==> src/rtl/perf_counters_if.sv <==
// Wishbone slave-port bundle for the performance counter unit.
// The master modport is the bus side that issues accesses; the slave
// modport is the counter block that answers them.
interface perf_counters_if #(
   parameter int ADR_W = 8
);
   logic             wb_cyc;
   logic             wb_stb;
   logic             wb_we;
   logic [ADR_W-1:0] wb_adr;
   logic [31:0]      wb_dat_i;
   logic [31:0]      wb_dat_o;
   logic             wb_ack;
   logic             wb_err;
   logic             wb_rty;

   modport master (
      output wb_cyc, wb_stb, wb_we, wb_adr, wb_dat_i,
      input  wb_dat_o, wb_ack, wb_err, wb_rty
   );

   modport slave (
      input  wb_cyc, wb_stb, wb_we, wb_adr, wb_dat_i,
      output wb_dat_o, wb_ack, wb_err, wb_rty
   );
endinterface

==> src/rtl/perf_counters.sv <==
// Wishbone performance-monitoring unit.
// Passively watches cyc/stb/ack/we of N_MON bus masters and keeps four
// event counters per master (BUSY, RD, WR, WAIT) plus a global cycle
// counter. A 32-bit Wishbone slave port exposes CTRL, STATUS and the
// counters. Counters either wrap or saturate; every overflow sets a
// sticky, write-1-to-clear STATUS bit.
module perf_counters #(
   parameter int N_MON    = 2,
   parameter int CNT_W    = 32,
   parameter bit SATURATE = 1'b0,
   parameter int ADR_W    = 8
) (
   input  logic             clk,
   input  logic             rst,
   perf_counters_if.slave   wb,
   input  logic [N_MON-1:0] mon_cyc_i,
   input  logic [N_MON-1:0] mon_stb_i,
   input  logic [N_MON-1:0] mon_ack_i,
   input  logic [N_MON-1:0] mon_we_i
);

   // Counter k of channel c lives at index 4*c + k, with k ordered as in
   // the register map: 0 BUSY, 1 RD, 2 WR, 3 WAIT.
   localparam int N_CNT = 4 * N_MON;
   localparam int WRD_W = ADR_W - 2;   // word address width
   localparam int CH_W  = ADR_W - 4;   // channel-group index width

   typedef logic [CNT_W-1:0] cnt_t;

   localparam cnt_t CNT_ONES = {CNT_W{1'b1}};
   localparam cnt_t CNT_ZERO = {CNT_W{1'b0}};
   localparam cnt_t CNT_ONE  = {{(CNT_W-1){1'b0}}, 1'b1};

   // Next value of one counter: clear beats counting, and a saturating
   // counter parks at all-ones instead of wrapping.
   function automatic cnt_t cnt_step(input cnt_t cur, input logic inc, input logic clr);
      cnt_t nxt;
      nxt = cur;
      if (clr) begin
         nxt = CNT_ZERO;
      end else if (inc && (cur == CNT_ONES) && SATURATE) begin
         nxt = cur;
      end else if (inc) begin
         nxt = cur + CNT_ONE;
      end else begin
         nxt = cur;
      end
      return nxt;
   endfunction

   // An overflow is any counted event that finds the counter at all-ones.
   function automatic logic cnt_ovf(input cnt_t cur, input logic inc);
      return inc & (cur == CNT_ONES);
   endfunction

   // Zero-extend a counter to bus width.
   function automatic logic [31:0] zext_cnt(input cnt_t v);
      logic [31:0] r;
      r             = 32'd0;
      r[CNT_W-1:0]  = v;
      return r;
   endfunction

   // Zero-extend the STATUS vector to bus width.
   function automatic logic [31:0] zext_status(input logic [N_MON:0] v);
      logic [31:0] r;
      r            = 32'd0;
      r[N_MON:0]   = v;
      return r;
   endfunction

   // ---------------------------------------------------------------
   // State
   // ---------------------------------------------------------------
   logic             ack_q, ack_d;
   logic [31:0]      dat_q, dat_d;
   logic             en_q, en_d;
   logic [N_MON:0]   status_q, status_d;
   cnt_t             gcyc_q, gcyc_d;
   cnt_t             cnt_q [N_CNT];
   cnt_t             cnt_d [N_CNT];

   // ---------------------------------------------------------------
   // Combinational nets
   // ---------------------------------------------------------------
   logic             req_s;
   logic             wr_s;
   logic [WRD_W-1:0] word_s;
   logic [CH_W-1:0]  grp_s;
   logic [CH_W-1:0]  ch_s;
   logic [1:0]       reg_s;
   logic             in_chan_s;
   logic [N_MON-1:0] chan_hit_s;
   logic             ctrl_wr_s;
   logic             status_wr_s;
   logic             clr_s;
   logic [N_CNT-1:0] ev_s;
   logic [N_CNT-1:0] ovf_s;
   logic             gcyc_ovf_s;
   logic [31:0]      rd_data_s;
   logic             unused_s;

   // A new request is accepted only when no ack is pending, so each
   // access yields exactly one ack cycle.
   assign req_s = wb.wb_cyc & wb.wb_stb & ~ack_q;
   assign wr_s  = req_s & wb.wb_we;

   // Byte lanes are not decoded and only the low STATUS/CTRL bits matter.
   assign unused_s = ^{wb.wb_adr[1:0], wb.wb_dat_i};

   // Address decode: words 0..2 are CTRL/STATUS/GCYC, and each group of
   // four words from word 4 upward is one monitor channel.
   always_comb begin
      word_s     = wb.wb_adr[ADR_W-1:2];
      grp_s      = word_s[WRD_W-1:2];
      reg_s      = word_s[1:0];
      in_chan_s  = (grp_s != CH_W'(0));
      ch_s       = grp_s - CH_W'(1);
      chan_hit_s = {N_MON{1'b0}};
      for (int c = 0; c < N_MON; c++) begin
         chan_hit_s[c] = in_chan_s & (ch_s == CH_W'(c));
      end
      ctrl_wr_s   = wr_s & (word_s == WRD_W'(0));
      status_wr_s = wr_s & (word_s == WRD_W'(1));
      clr_s       = ctrl_wr_s & wb.wb_dat_i[1];
   end

   // Read multiplexer: unmapped words, including channels beyond N_MON,
   // fall through to zero.
   always_comb begin
      rd_data_s = 32'd0;
      case (word_s)
         WRD_W'(0): rd_data_s[0] = en_q;
         WRD_W'(1): rd_data_s    = zext_status(status_q);
         WRD_W'(2): rd_data_s    = zext_cnt(gcyc_q);
         default: begin
            for (int c = 0; c < N_MON; c++) begin
               rd_data_s = rd_data_s |
                           (chan_hit_s[c] ? zext_cnt(cnt_q[4*c + int'(reg_s)]) : 32'd0);
            end
         end
      endcase
   end

   // Bus response: ack one cycle after the request is sampled, with the
   // register value from that same cycle; data is zero whenever ack is low.
   always_comb begin
      ack_d = req_s;
      if (req_s && !wb.wb_we) begin
         dat_d = rd_data_s;
      end else begin
         dat_d = 32'd0;
      end
   end

   // Classify the monitored bus activity of every channel this cycle.
   always_comb begin
      ev_s = {N_CNT{1'b0}};
      for (int c = 0; c < N_MON; c++) begin
         ev_s[4*c + 0] = mon_cyc_i[c];
         ev_s[4*c + 1] = mon_cyc_i[c] & mon_stb_i[c] &  mon_ack_i[c] & ~mon_we_i[c];
         ev_s[4*c + 2] = mon_cyc_i[c] & mon_stb_i[c] &  mon_ack_i[c] &  mon_we_i[c];
         ev_s[4*c + 3] = mon_cyc_i[c] & mon_stb_i[c] & ~mon_ack_i[c];
      end
   end

   // Counter next-state: counting follows the enable already in force, so
   // a CTRL write changes counting only from the following cycle.
   always_comb begin
      for (int k = 0; k < N_CNT; k++) begin
         cnt_d[k] = cnt_step(cnt_q[k], en_q & ev_s[k], clr_s);
         ovf_s[k] = cnt_ovf(cnt_q[k], en_q & ev_s[k]);
      end
      gcyc_d     = cnt_step(gcyc_q, en_q, clr_s);
      gcyc_ovf_s = cnt_ovf(gcyc_q, en_q);
   end

   // Control next-state: en follows a CTRL write; STATUS bits are sticky,
   // cleared by writing 1, and a same-cycle overflow wins over the clear.
   always_comb begin
      if (ctrl_wr_s) begin
         en_d = wb.wb_dat_i[0];
      end else begin
         en_d = en_q;
      end
      status_d = status_q;
      for (int c = 0; c < N_MON; c++) begin
         status_d[c] = (status_q[c] & ~(status_wr_s & wb.wb_dat_i[c])) |
                       (|ovf_s[4*c +: 4]);
      end
      status_d[N_MON] = (status_q[N_MON] & ~(status_wr_s & wb.wb_dat_i[N_MON])) |
                        gcyc_ovf_s;
   end

   // Slave handshake registers; reset drops ack immediately.
   always_ff @(posedge clk or posedge rst) begin
      if (rst) begin
         ack_q <= 1'b0;
         dat_q <= 32'd0;
      end else begin
         ack_q <= ack_d;
         dat_q <= dat_d;
      end
   end

   // Enable and overflow status registers.
   always_ff @(posedge clk or posedge rst) begin
      if (rst) begin
         en_q     <= 1'b0;
         status_q <= {(N_MON+1){1'b0}};
      end else begin
         en_q     <= en_d;
         status_q <= status_d;
      end
   end

   // Event and global cycle counters.
   always_ff @(posedge clk or posedge rst) begin
      if (rst) begin
         gcyc_q <= CNT_ZERO;
         for (int k = 0; k < N_CNT; k++) begin
            cnt_q[k] <= CNT_ZERO;
         end
      end else begin
         gcyc_q <= gcyc_d;
         for (int k = 0; k < N_CNT; k++) begin
            cnt_q[k] <= cnt_d[k];
         end
      end
   end

   assign wb.wb_ack   = ack_q;
   assign wb.wb_dat_o = dat_q;
   assign wb.wb_err   = 1'b0;
   assign wb.wb_rty   = 1'b0;

endmodule

==> src/flat_wrapper.sv <==
// flat-port wrapper written by rule: the top's interface ports become plain ports
module perf_counters_flat 
#(
   parameter int N_MON    = 2,
   parameter int CNT_W    = 32,
   parameter bit SATURATE = 1'b0,
   parameter int ADR_W    = 8
)
  (clk, rst, mon_cyc_i, mon_stb_i, mon_ack_i, mon_we_i, wb_wb_cyc, wb_wb_stb, wb_wb_we, wb_wb_adr, wb_wb_dat_i, wb_wb_dat_o, wb_wb_ack, wb_wb_err, wb_wb_rty);
  perf_counters_if #(.ADR_W(ADR_W)) wb_i ();
  input  logic clk;
  input  logic rst;
  input  logic [N_MON-1:0] mon_cyc_i;
  input  logic [N_MON-1:0] mon_stb_i;
  input  logic [N_MON-1:0] mon_ack_i;
  input  logic [N_MON-1:0] mon_we_i;
  input wire logic [$bits(wb_i.wb_cyc)-1:0] wb_wb_cyc;
  input wire logic [$bits(wb_i.wb_stb)-1:0] wb_wb_stb;
  input wire logic [$bits(wb_i.wb_we)-1:0] wb_wb_we;
  input wire logic [$bits(wb_i.wb_adr)-1:0] wb_wb_adr;
  input wire logic [$bits(wb_i.wb_dat_i)-1:0] wb_wb_dat_i;
  output wire logic [$bits(wb_i.wb_dat_o)-1:0] wb_wb_dat_o;
  output wire logic [$bits(wb_i.wb_ack)-1:0] wb_wb_ack;
  output wire logic [$bits(wb_i.wb_err)-1:0] wb_wb_err;
  output wire logic [$bits(wb_i.wb_rty)-1:0] wb_wb_rty;
  assign wb_i.wb_cyc = wb_wb_cyc;
  assign wb_i.wb_stb = wb_wb_stb;
  assign wb_i.wb_we = wb_wb_we;
  assign wb_i.wb_adr = wb_wb_adr;
  assign wb_i.wb_dat_i = wb_wb_dat_i;
  assign wb_wb_dat_o = wb_i.wb_dat_o;
  assign wb_wb_ack = wb_i.wb_ack;
  assign wb_wb_err = wb_i.wb_err;
  assign wb_wb_rty = wb_i.wb_rty;
  perf_counters #(.N_MON(N_MON), .CNT_W(CNT_W), .SATURATE(SATURATE), .ADR_W(ADR_W)) u_core (.clk(clk), .rst(rst), .wb(wb_i), .mon_cyc_i(mon_cyc_i), .mon_stb_i(mon_stb_i), .mon_ack_i(mon_ack_i), .mon_we_i(mon_we_i));
endmodule
==> config.mk <==
export PLATFORM = sky130hd
export DESIGN_NAME = perf_counters_flat
export DESIGN_NICKNAME = d
export VERILOG_FILES = /design/src/rtl/perf_counters_if.sv /design/src/rtl/perf_counters.sv /design/src/flat_wrapper.sv
export SDC_FILE = /design/constraint.sdc
export NUM_CORES = 1
export LEC_CHECK = 0
export CORE_ASPECT_RATIO = 0.6
export CORE_UTILIZATION = 50
export CTS_CLUSTER_SIZE = 14
export DETAILED_ROUTE_END_ITERATION = 10
export PLACE_DENSITY = 0.78
export SYNTH_ARGS = -nofsm -noshare
export SYNTH_HDL_FRONTEND = slang
export SYNTH_SLANG_ARGS = --single-unit
==> constraint.sdc <==
create_clock -name clk -period 21.4 [get_ports clk]
set_input_delay 4.28 -clock clk [delete_from_list [all_inputs] [get_ports clk]]
set_output_delay 4.28 -clock clk [all_outputs]
set_load 0.1 [all_outputs]
==> run summary, run 1 <==
flops & latches, synth: 325
register-to-register path setup slack: 17900 ps
vias in the first global route: 13500
wire per inst: 22.2 um
Worst Path Arrival: 7260 ps
Max Slew Vio Count: 0
ratio of cells with drive above 1 in the final layout: 8.53%
Site Rows: 53
Fillers: 2901
nets: 1868
GPL Wtd Cong: 0.972
Setup Crit Path Kind: in2reg
CTS tree: yes
RSZ-0062 raised after global routing: no
Slew HR: 9.74%
minimum clock period: 6840 ps
pwr/cell area: 69.5 nW/um^2
share of flip-flops with an asynchronous set or reset: 100%
WHS: 516 ps
clk slew on worst S/H paths: 70 ps
largest area contributor in the netlist: dfrtp_1
crit share post-route: 31.9%
root buf cell: clkbuf_16
layout overhead on the synthesized area: 10.9%
# IOs: 88
area share of the largest cell type after synthesis: 45.8%
Worst-Margin Slew: 1340 ps
I/O Buffers: 54
hold crit path type: reg2reg
CTS buffer count: 30
Gate Count Post-Synth: 1793
Synth Warn #: 0
Routed Antenna Nets: 0
Vias: 14700
max_cap viols: 0
Final Setup Violations: 0
Hold Vio Cnt, Final: 0
final WL: 50.9 mm
Die X: 245 um
DRC viols: 0
Sum Neg Setup Slack: 0 ps
Post-Syn Area: 17800 um^2
Final Worst Setup Slack: 14560 ps
DPL Wire Length: 36.5 mm
CTS sink count: 325
H-tree levels: 1
DR iter-0 viols: 1879
CP Max Fanout: 217
most frequent cell after synthesis: dfrtp_1
sequential area share after synthesis: 45.8%
largest cells by area after synthesis: dfrtp_1, mux4_2, xor2_1
insertion delay to the later sink of the worst-skew pair: 590 ps
Distinct cells, synth: 55
Post-synth EDFFs: 0
worst-case clock buffer depth: 3
gr usage total: 28.3%
Placeable Area: 35000 um^2
status: completed
largest net degree at the start of global routing: 218
Post-CTS Setup Repair Bufs: 0
initial antenna violation count: 1
CP endpoint kind: flip-flop
Place WS: 13970 ps
initial core utilization: 50.7%
f_max: 146 MHz
Final Skew: 18.7 ps
ys flop type: dfrtp_1
die area: 36300 um^2
global route overflow: 0
Vias/cell: 6.38
Pre-Repair DR Iteration Count: 6
Worst setup SP type: input port
Req. time, crit path: 21820 ps
first-pass GRT wire length: 78.6 mm
Post-CTS Hold Buffers: 0
leakage power: 8.11 nW
Post-synth top cells: dfrtp_1, nor2_1, xor2_1
PostCTS Resize Cnt: 0
Max rail drop VDD: 0.0815 mV
die height: 148 um
Syn Area/Cell: 9.90 um^2
[layout by cell type (no fill, tap or decap), types with 5 or more instances in the layout]
master	n
dfrtp_1	325
nor2_1	278
xor2_1	149
nand2_1	124
nand3_1	122
nand4_1	109
xnor2_1	91
a21oi_1	68
mux4_2	64
clkdlybuf4s50_1	52
nor3_1	44
nor4_1	38
and4_1	35
or3_1	33
and3_1	31
clkbuf_16	31
o21ai_0	30
a22oi_1	29
inv_1	22
buf_4	20
and2_1	17
clkbuf_8	10
nor4_2	9
ha_1	9
or4_1	8
nand2b_1	7
mux2i_1	6
clkinv_2	5
clkbuf_1	5
[stage by stage]
step / total power [mW] / utilization (%) / instances / area, um^2
floorplan: 0.777 / - / 1794 / 17800
global placement: 0.810 / 53.3 / 2241 / 18700
detailed placement: 0.815 / 53.3 / 2241 / 18700
CTS: 1.37 / 56.2 / 2295 / 19700
global route: 1.41 / 56.2 / 2295 / 19700
finish: 1.37 / 56.2 / 2296 / 19700
[critical path: stages]
cell and delay, ps:
clkdlybuf4s50_1 470, or4_1 790, nor4_2 410, buf_12 640, o2111ai_1 250, xor2_1 200
nor2_1 50
[worst paths after layout]
| kind | startpoint | to | cells after the start |
|---|---|---|---|
| setup / recovery | wb_wb_adr[5] | u_core.cnt_q[91]$_DFFE_PP0P_ | 7 |
| hold / removal | u_core.status_q[0]$_DFF_PP0_ | u_core.status_q[0]$_DFF_PP0_ | 2 |
| setup reg to reg | u_core.en_q$_DFFE_PP0P_ | u_core.cnt_q[92]$_DFFE_PP0P_ | 5 |
| hold reg to reg | u_core.status_q[0]$_DFF_PP0_ | u_core.status_q[0]$_DFF_PP0_ | 2 |
| max in group asynchronous | rst | u_core.cnt_q[166]$_DFFE_PP0P_ | 4 |
| min in group asynchronous | rst | u_core.wb.wb_dat_o[13]$_DFF_PP0_ | 2 |
[registers in the layout (all words and copies together) (netlist names)]
name	cells
u_core.wb.wb_ack	1
u_core.gcyc_q	32
u_core.cnt_q	256
u_core.wb.wb_dat_o	32
u_core.status_q	3
u_core.en_q	1
[per-layer routing]
layer,part of all wire (%),track usage [%]
met5,0,0
met4,2.6,7.84
met3,16,11.3
met2,39,36.4
met1,42,43.3
[logic make-up (layout without fill, tap and decap cells)]
group | Yosys count | after routing | share of synthesized area (%)
simple gates | 874 | 874 | 25.1
flops | 325 | 325 | 45.8
xor+xnor | 240 | 240 | 11.8
compound gates | 155 | 155 | 5.19
buf+inv | 117 | 151 | 2.80
mux | 72 | 72 | 8.58
fa+ha+maj | 9 | 9 | 0.634
other cells | 1 | 3 | 0.0211
[report_power, final]
group / internal, mW / switching (mW) / total (mW) / leakage, nW
clock network: 0.322 / 0.240 / 0.562 / 0.508
registers: 0.642 / 0.0419 / 0.684 / 4.37
logic: 0.0475 / 0.0750 / 0.123 / 3.23
[cell type report]
| type | count | area (um^2) | area share [%] |
|---|---|---|---|
| antenna | 1 | 2.50 | 0.0127 |
| clock buffer | 46 | 932 | 4.74 |
| clock inverter | 8 | 92.6 | 0.470 |
| inverter | 23 | 93.8 | 0.477 |
| multi-input combinational | 1352 | 9150 | 46.5 |
| sequential | 325 | 8130 | 41.3 |
| tap | 467 | 584 | 2.97 |
| timing repair buffer | 74 | 696 | 3.53 |
Note: power is estimated with default switching activity, not from simulation.
==> inputs of run 2 (changes only) <==
--- a/config.mk
+++ b/config.mk
@@ -9,7 +9,7 @@
 export CORE_UTILIZATION = 50
 export CTS_CLUSTER_SIZE = 14
 export DETAILED_ROUTE_END_ITERATION = 10
-export PLACE_DENSITY = 0.78
+export PLACE_DENSITY = 0.81
 export SYNTH_ARGS = -nofsm -noshare
 export SYNTH_HDL_FRONTEND = slang
 export SYNTH_SLANG_ARGS = --single-unit
==> constraint.sdc (replaced) <==
create_clock -name clk -period 5.5 [get_ports clk]
set_input_delay 1.1 -clock clk [delete_from_list [all_inputs] [get_ports clk]]
set_output_delay 1.1 -clock clk [all_outputs]
set_load 0.1 [all_outputs]
==> run 2 against run 1 <==
Sequential share of layout area shrank 0.13 points. Non-clock buffer count grew 5. Critical endpoint is now u_core.cnt_q[43]$_DFFE_PP0P_. Highest routed layer is now met5. Sequential power grew to 3.9 times the previous value. First-iteration DRC count grew 15%. Combinational power grew to 3.9 times the previous value. Critical path depth shrank 1. Setup slack lost 13000 ps. Register-to-register slack lost 16000 ps. Largest power group unchanged. Critical path type unchanged.
==> run summary, run 2 (synthesized netlist as in run 1, its figures left out) <==
status: completed
pwr/cell area: 270 nW/um^2
f_max: 272 MHz
# IOs: 88
crit-path cells: clkdlybuf4s50_1 > or4_1 > nor4_2 > buf_12 > buf_4 > a21oi_1
layout overhead on the synthesized area: 11.2%
initial antenna violation count: 4
Worst Path Arrival: 4100 ps
Max Slew Vio Count: 0
leakage power: 8.13 nW
final WL: 51.4 mm
PostCTS Resize Cnt: 0
die area: 36300 um^2
gr usage total: 28.8%
die height: 148 um
hold crit path type: reg2reg
max_cap viols: 0
CP Max Fanout: 139
Hold Vio Cnt, Final: 0
H-tree levels: 1
CP max stage cell: or4_1
Worst-Margin Slew: 1290 ps
Final Setup Violations: 0
cells on worst reg2reg path: 5
commonest cells after routing, fill and taps aside: dfrtp_1, nor2_1, xor2_1, nand2_1, nand3_1
WP depth: 6
CTS sink count: 325
Worst Hold Depth: 2
Internal: 3.94 mW
Slew HR: 13.4%
wire per inst: 22.3 um
root buf cell: clkbuf_16
DRC viols: 0
clk slew on worst S/H paths: 70 ps
Biggest register: u_core.cnt_q
ratio of cells with drive above 1 in the final layout: 8.62%
Pre-Repair DR Iteration Count: 6
Placeable Area: 35000 um^2
Worst setup SP type: input port
minimum clock period: 3670 ps
crit share post-route: 66.7%
Clk pwr share: 41.0%
nets: 1874
CP endpoint kind: flip-flop
Post-CTS Setup Repair Bufs: 0
placed cells: 2245
I/O Buffers: 54
RSZ-0062 raised after global routing: no
Core Util, Final: 56.4%
Fillers: 2853
non-filler cells, final: 2304
vias in the first global route: 13700
WHS: 534 ps
CTS tree: yes
Setup Crit Path Kind: in2reg
DR iter-0 viols: 2160
Die X: 245 um
Vias: 14900
Comb power frac: 9.1%
Site Rows: 53
worst-case clock buffer depth: 3
Overall Power: 5.33 mW
Req. time, crit path: 5930 ps
Sum Neg Setup Slack: 0 ps
Max rail drop VDD: 0.248 mV
commonest non-fill, non-tap cell in the layout: dfrtp_1
P_sw: 1.39 mW
global route overflow: 0
Post-CTS Hold Buffers: 0
GPL Wtd Cong: 0.965
Buffers & Inverters on Critical Path: 3
largest net degree at the start of global routing: 143
Final Skew: 11.9 ps
DPL Wire Length: 36.6 mm
critical path's top delay family: buffers and inverters
max FFs per register: 256
sequential power share: 49.9%
switching share of power: 26.1%
insertion delay to the later sink of the worst-skew pair: 570 ps
Routed Antenna Nets: 0
initial core utilization: 50.7%
Slowest Stage Delay on Critical Path: 820 ps
first-pass GRT wire length: 80.4 mm
CTS buffer count: 31
Vias/cell: 6.48
[run 2: cell types whose count changed in the layout (fill, tap and decap cells not counted), sizes merged]
cell      before  now
buf           22   27
bufinv         2    3
clkinvlp       1    2
diode          1    3
inv           23   22
[run 2: layout make-up]
cell class,instances,area (um^2),area share (%)
Sequential cell,325,8130,41.2
Inverter,23,90.1,0.456
Clock buffer,46,892,4.52
Multi-Input combinational cell,1352,9150,46.3
Timing Repair Buffer,79,768,3.89
Tap cell,467,584,2.96
Antenna cell,3,7.51,0.0380
Clock inverter,9,123,0.621
[run 2: worst paths after layout]
| path | startpoint | end | slack [ps] |
|---|---|---|---|
| hold / removal | u_core.gcyc_q[28]$_DFFE_PP0P_ | u_core.wb.wb_dat_o[28]$_DFF_PP0_ | 530 |
| setup / recovery | wb_wb_adr[5] | u_core.cnt_q[43]$_DFFE_PP0P_ | 1830 |
| hold reg to reg | u_core.gcyc_q[28]$_DFFE_PP0P_ | u_core.wb.wb_dat_o[28]$_DFF_PP0_ | 530 |
| max in group asynchronous | rst | u_core.cnt_q[2]$_DFFE_PP0P_ | 3720 |
| setup reg to reg | u_core.en_q$_DFFE_PP0P_ | u_core.cnt_q[60]$_DFFE_PP0P_ | 2070 |
| min in group asynchronous | rst | u_core.gcyc_q[2]$_DFFE_PP0P_ | 1050 |
[run 2: metrics by stage]
step           cell area (um^2)  setup slack, ps
3_3_place_gp              18700             1420
6_report                  19700             1830
5_1_grt                   19700             1640
3_5_place_dp              18700             1330
4_1_cts                   19700             1900
2_1_floorplan             17800             63.3
[run 2: layer usage]
layer | share of wire, % | routed length, um | global-route usage (%)
met3 | 15 | 7950 | 9.57
met2 | 40 | 20500 | 37.8
met1 | 42 | 21600 | 44.7
met5 | 0.047 | 24 | 0
met4 | 2.6 | 1360 | 7.69
[run 2: power groups by stage]
| stage | logic, mW | registers, mW | clock network [mW] |
|---|---|---|---|
| finish | 0.485 | 2.66 | 2.18 |
| CTS | 0.484 | 2.65 | 2.21 |
| floorplan | 0.369 | 2.65 | 0 |
| detailed placement | 0.483 | 2.69 | 0 |
| global placement | 0.460 | 2.69 | 0 |
| global route | 0.539 | 2.67 | 2.30 |
[run 2: worst reg2reg max path, cell delays in order (launching register included)]
cell and delay [ps]:
dfrtp_1 730, nand3_1 640, nor4_1 1170, nand3_2 280, or3_1 370, a21oi_1 160
==> inputs of run 3 (changes only) <==
--- a/config.mk
+++ b/config.mk
@@ -9,7 +9,7 @@
 export CORE_UTILIZATION = 50
 export CTS_CLUSTER_SIZE = 14
 export DETAILED_ROUTE_END_ITERATION = 10
-export PLACE_DENSITY = 0.81
+export PLACE_DENSITY = 0.78
 export SYNTH_ARGS = -nofsm -noshare
 export SYNTH_HDL_FRONTEND = slang
 export SYNTH_SLANG_ARGS = --single-unit
==> constraint.sdc (replaced) <==
create_clock -name clk -period 3.49 [get_ports clk]
set_input_delay 0.698 -clock clk [delete_from_list [all_inputs] [get_ports clk]]
set_output_delay 0.698 -clock clk [all_outputs]
set_load 0.1 [all_outputs]
==> run 3 against run 2 <==
Clock skew rose by 19 ps. Sequential share of layout area decreased by 0.96 points. Sequential cell count stayed put. Register-to-register slack got worse by 1200 ps. Via count is 0.41% higher. Non-clock buffer count grew 47. Wire length up 1.6%. Critical path type is now reg2out. Largest cell class unchanged.
==> run summary, run 3 (synthesized netlist as in run 1, its figures left out) <==
vias in the first global route: 13800
GPL Wtd Cong: 0.955
Post-CTS Setup Repair Bufs: 0
Worst-Margin Slew: 992 ps
register area: 8130 um^2
Top Metal Used: met4
Final Setup Violations: 0
Slew HR: 33.6%
Fillers: 2883
Max Slew Vio Count: 0
Die X: 245 um
Placeable Area: 35000 um^2
status: completed
Hold Vio Cnt, Final: 0
Multi-input gate area: 9150 um^2
Post-CTS Hold Buffers: 0
Worst setup SP type: flip-flop
largest net degree at the start of global routing: 63
Final Skew: 30.6 ps
commonest cells after routing, fill and taps aside: dfrtp_1, nor2_1, xor2_1, nand2_1, nand3_1
gr usage total: 29.3%
Routed met3 length: 7.94 mm
placed cells: 2293
hold crit path type: reg2reg
commonest non-fill, non-tap cell in the layout: dfrtp_1
CP Max Fanout: 1
CP endpoint kind: primary output
root buf cell: clkbuf_16
layout overhead on the synthesized area: 13.9%
max_cap viols: 0
CTS buffer count: 31
minimum clock period: 2810 ps
insertion delay to the later sink of the worst-skew pair: 590 ps
ratio of cells with drive above 1 in the final layout: 10.9%
global route overflow: 0
routed wl met2: 20.6 mm
Max rail drop VDD: 0.406 mV
initial core utilization: 50.7%
DPL Wire Length: 38.7 mm
final WL: 52.2 mm
Slowest Stage Delay on Critical Path: 1140 ps
Req. time, crit path: 2790 ps
die height: 148 um
pwr/cell area: 410 nW/um^2
I/O Buffers: 54
Vias/cell: 6.39
Biggest register: u_core.cnt_q
Site Rows: 53
CTS tree: yes
PostCTS Resize Cnt: 0
worst-case clock buffer depth: 3
Buffers & Inverters on Critical Path: 1
non-filler cells, final: 2346
DRC viols: 0
Setup Crit Path Kind: reg2out
Worst Path Arrival: 2110 ps
first-pass GRT wire length: 81.2 mm
DR iter-0 viols: 2182
Routed Antenna Nets: 0
# IOs: 88
RSZ-0062 raised after global routing: no
CP max stage cell: clkdlybuf4s50_1
Overall Power: 8.30 mW
ant diodes: 0
CTS sink count: 325
leakage power: 8.39 nW
initial antenna violation count: 0
critical path's top delay family: buffers and inverters
crit share post-route: 80.5%
nets: 1921
max FFs per register: 256
crit-path cells: clkdlybuf4s50_1
Vias: 15000
die area: 36300 um^2
clk slew on worst S/H paths: 60 ps
Metal-1 WL: 22.3 mm
Pre-Repair DR Iteration Count: 6
WHS: 523 ps
f_max: 356 MHz
wire per inst: 22.3 um
H-tree levels: 1
==> run 3: cell type report <==
class	count	share of cell area (%)
multi-input combinational	1352	45.2
sequential	325	40.2
timing repair buffer	126	6.42
clock buffer	41	4.17
tap	467	2.89
clock inverter	12	0.600
inverter	23	0.446
==> run 3: layer usage <==
metal / vias up / GRT usage [%]
met1: 7436 / 45.3
li1: 6557 / -
met5: - / 0
met4: 0 / 7.47
met2: 914 / 38.2
met3: 93 / 10.3
==> run 3: final timing paths <==
kind	endpoint	slack (ps)	start	cells after the start
max in group asynchronous	u_core.cnt_q[175]$_DFFE_PP0P_	2070	rst	3
min in group asynchronous	u_core.wb.wb_dat_o[11]$_DFF_PP0_	600	rst	2
worst min-delay path	u_core.status_q[2]$_DFF_PP0_	520	u_core.status_q[2]$_DFF_PP0_	1
worst max-delay path	wb_wb_dat_o[2]	680	u_core.wb.wb_dat_o[2]$_DFF_PP0_	1
worst min register to register	u_core.status_q[2]$_DFF_PP0_	520	u_core.status_q[2]$_DFF_PP0_	1
worst max register to register	u_core.cnt_q[49]$_DFFE_PP0P_	900	u_core.en_q$_DFFE_PP0P_	5
==> run 3: metrics by stage <==
step	util, %	setup TNS, ps	instance area (um^2)	setup WS, ps
after detailed placement	55.0	0	19300	331
after global routing	57.7	0	20200	653
after floorplan	-	-502040	17800	-1540
final	57.7	0	20200	679
after CTS	57.7	0	20200	663
after global placement	55.0	0	19300	368
==> run 3: power by group <==
group	internal, mW	switching (mW)
logic	0.312	0.474
registers	3.94	0.265
clock network	1.83	1.47
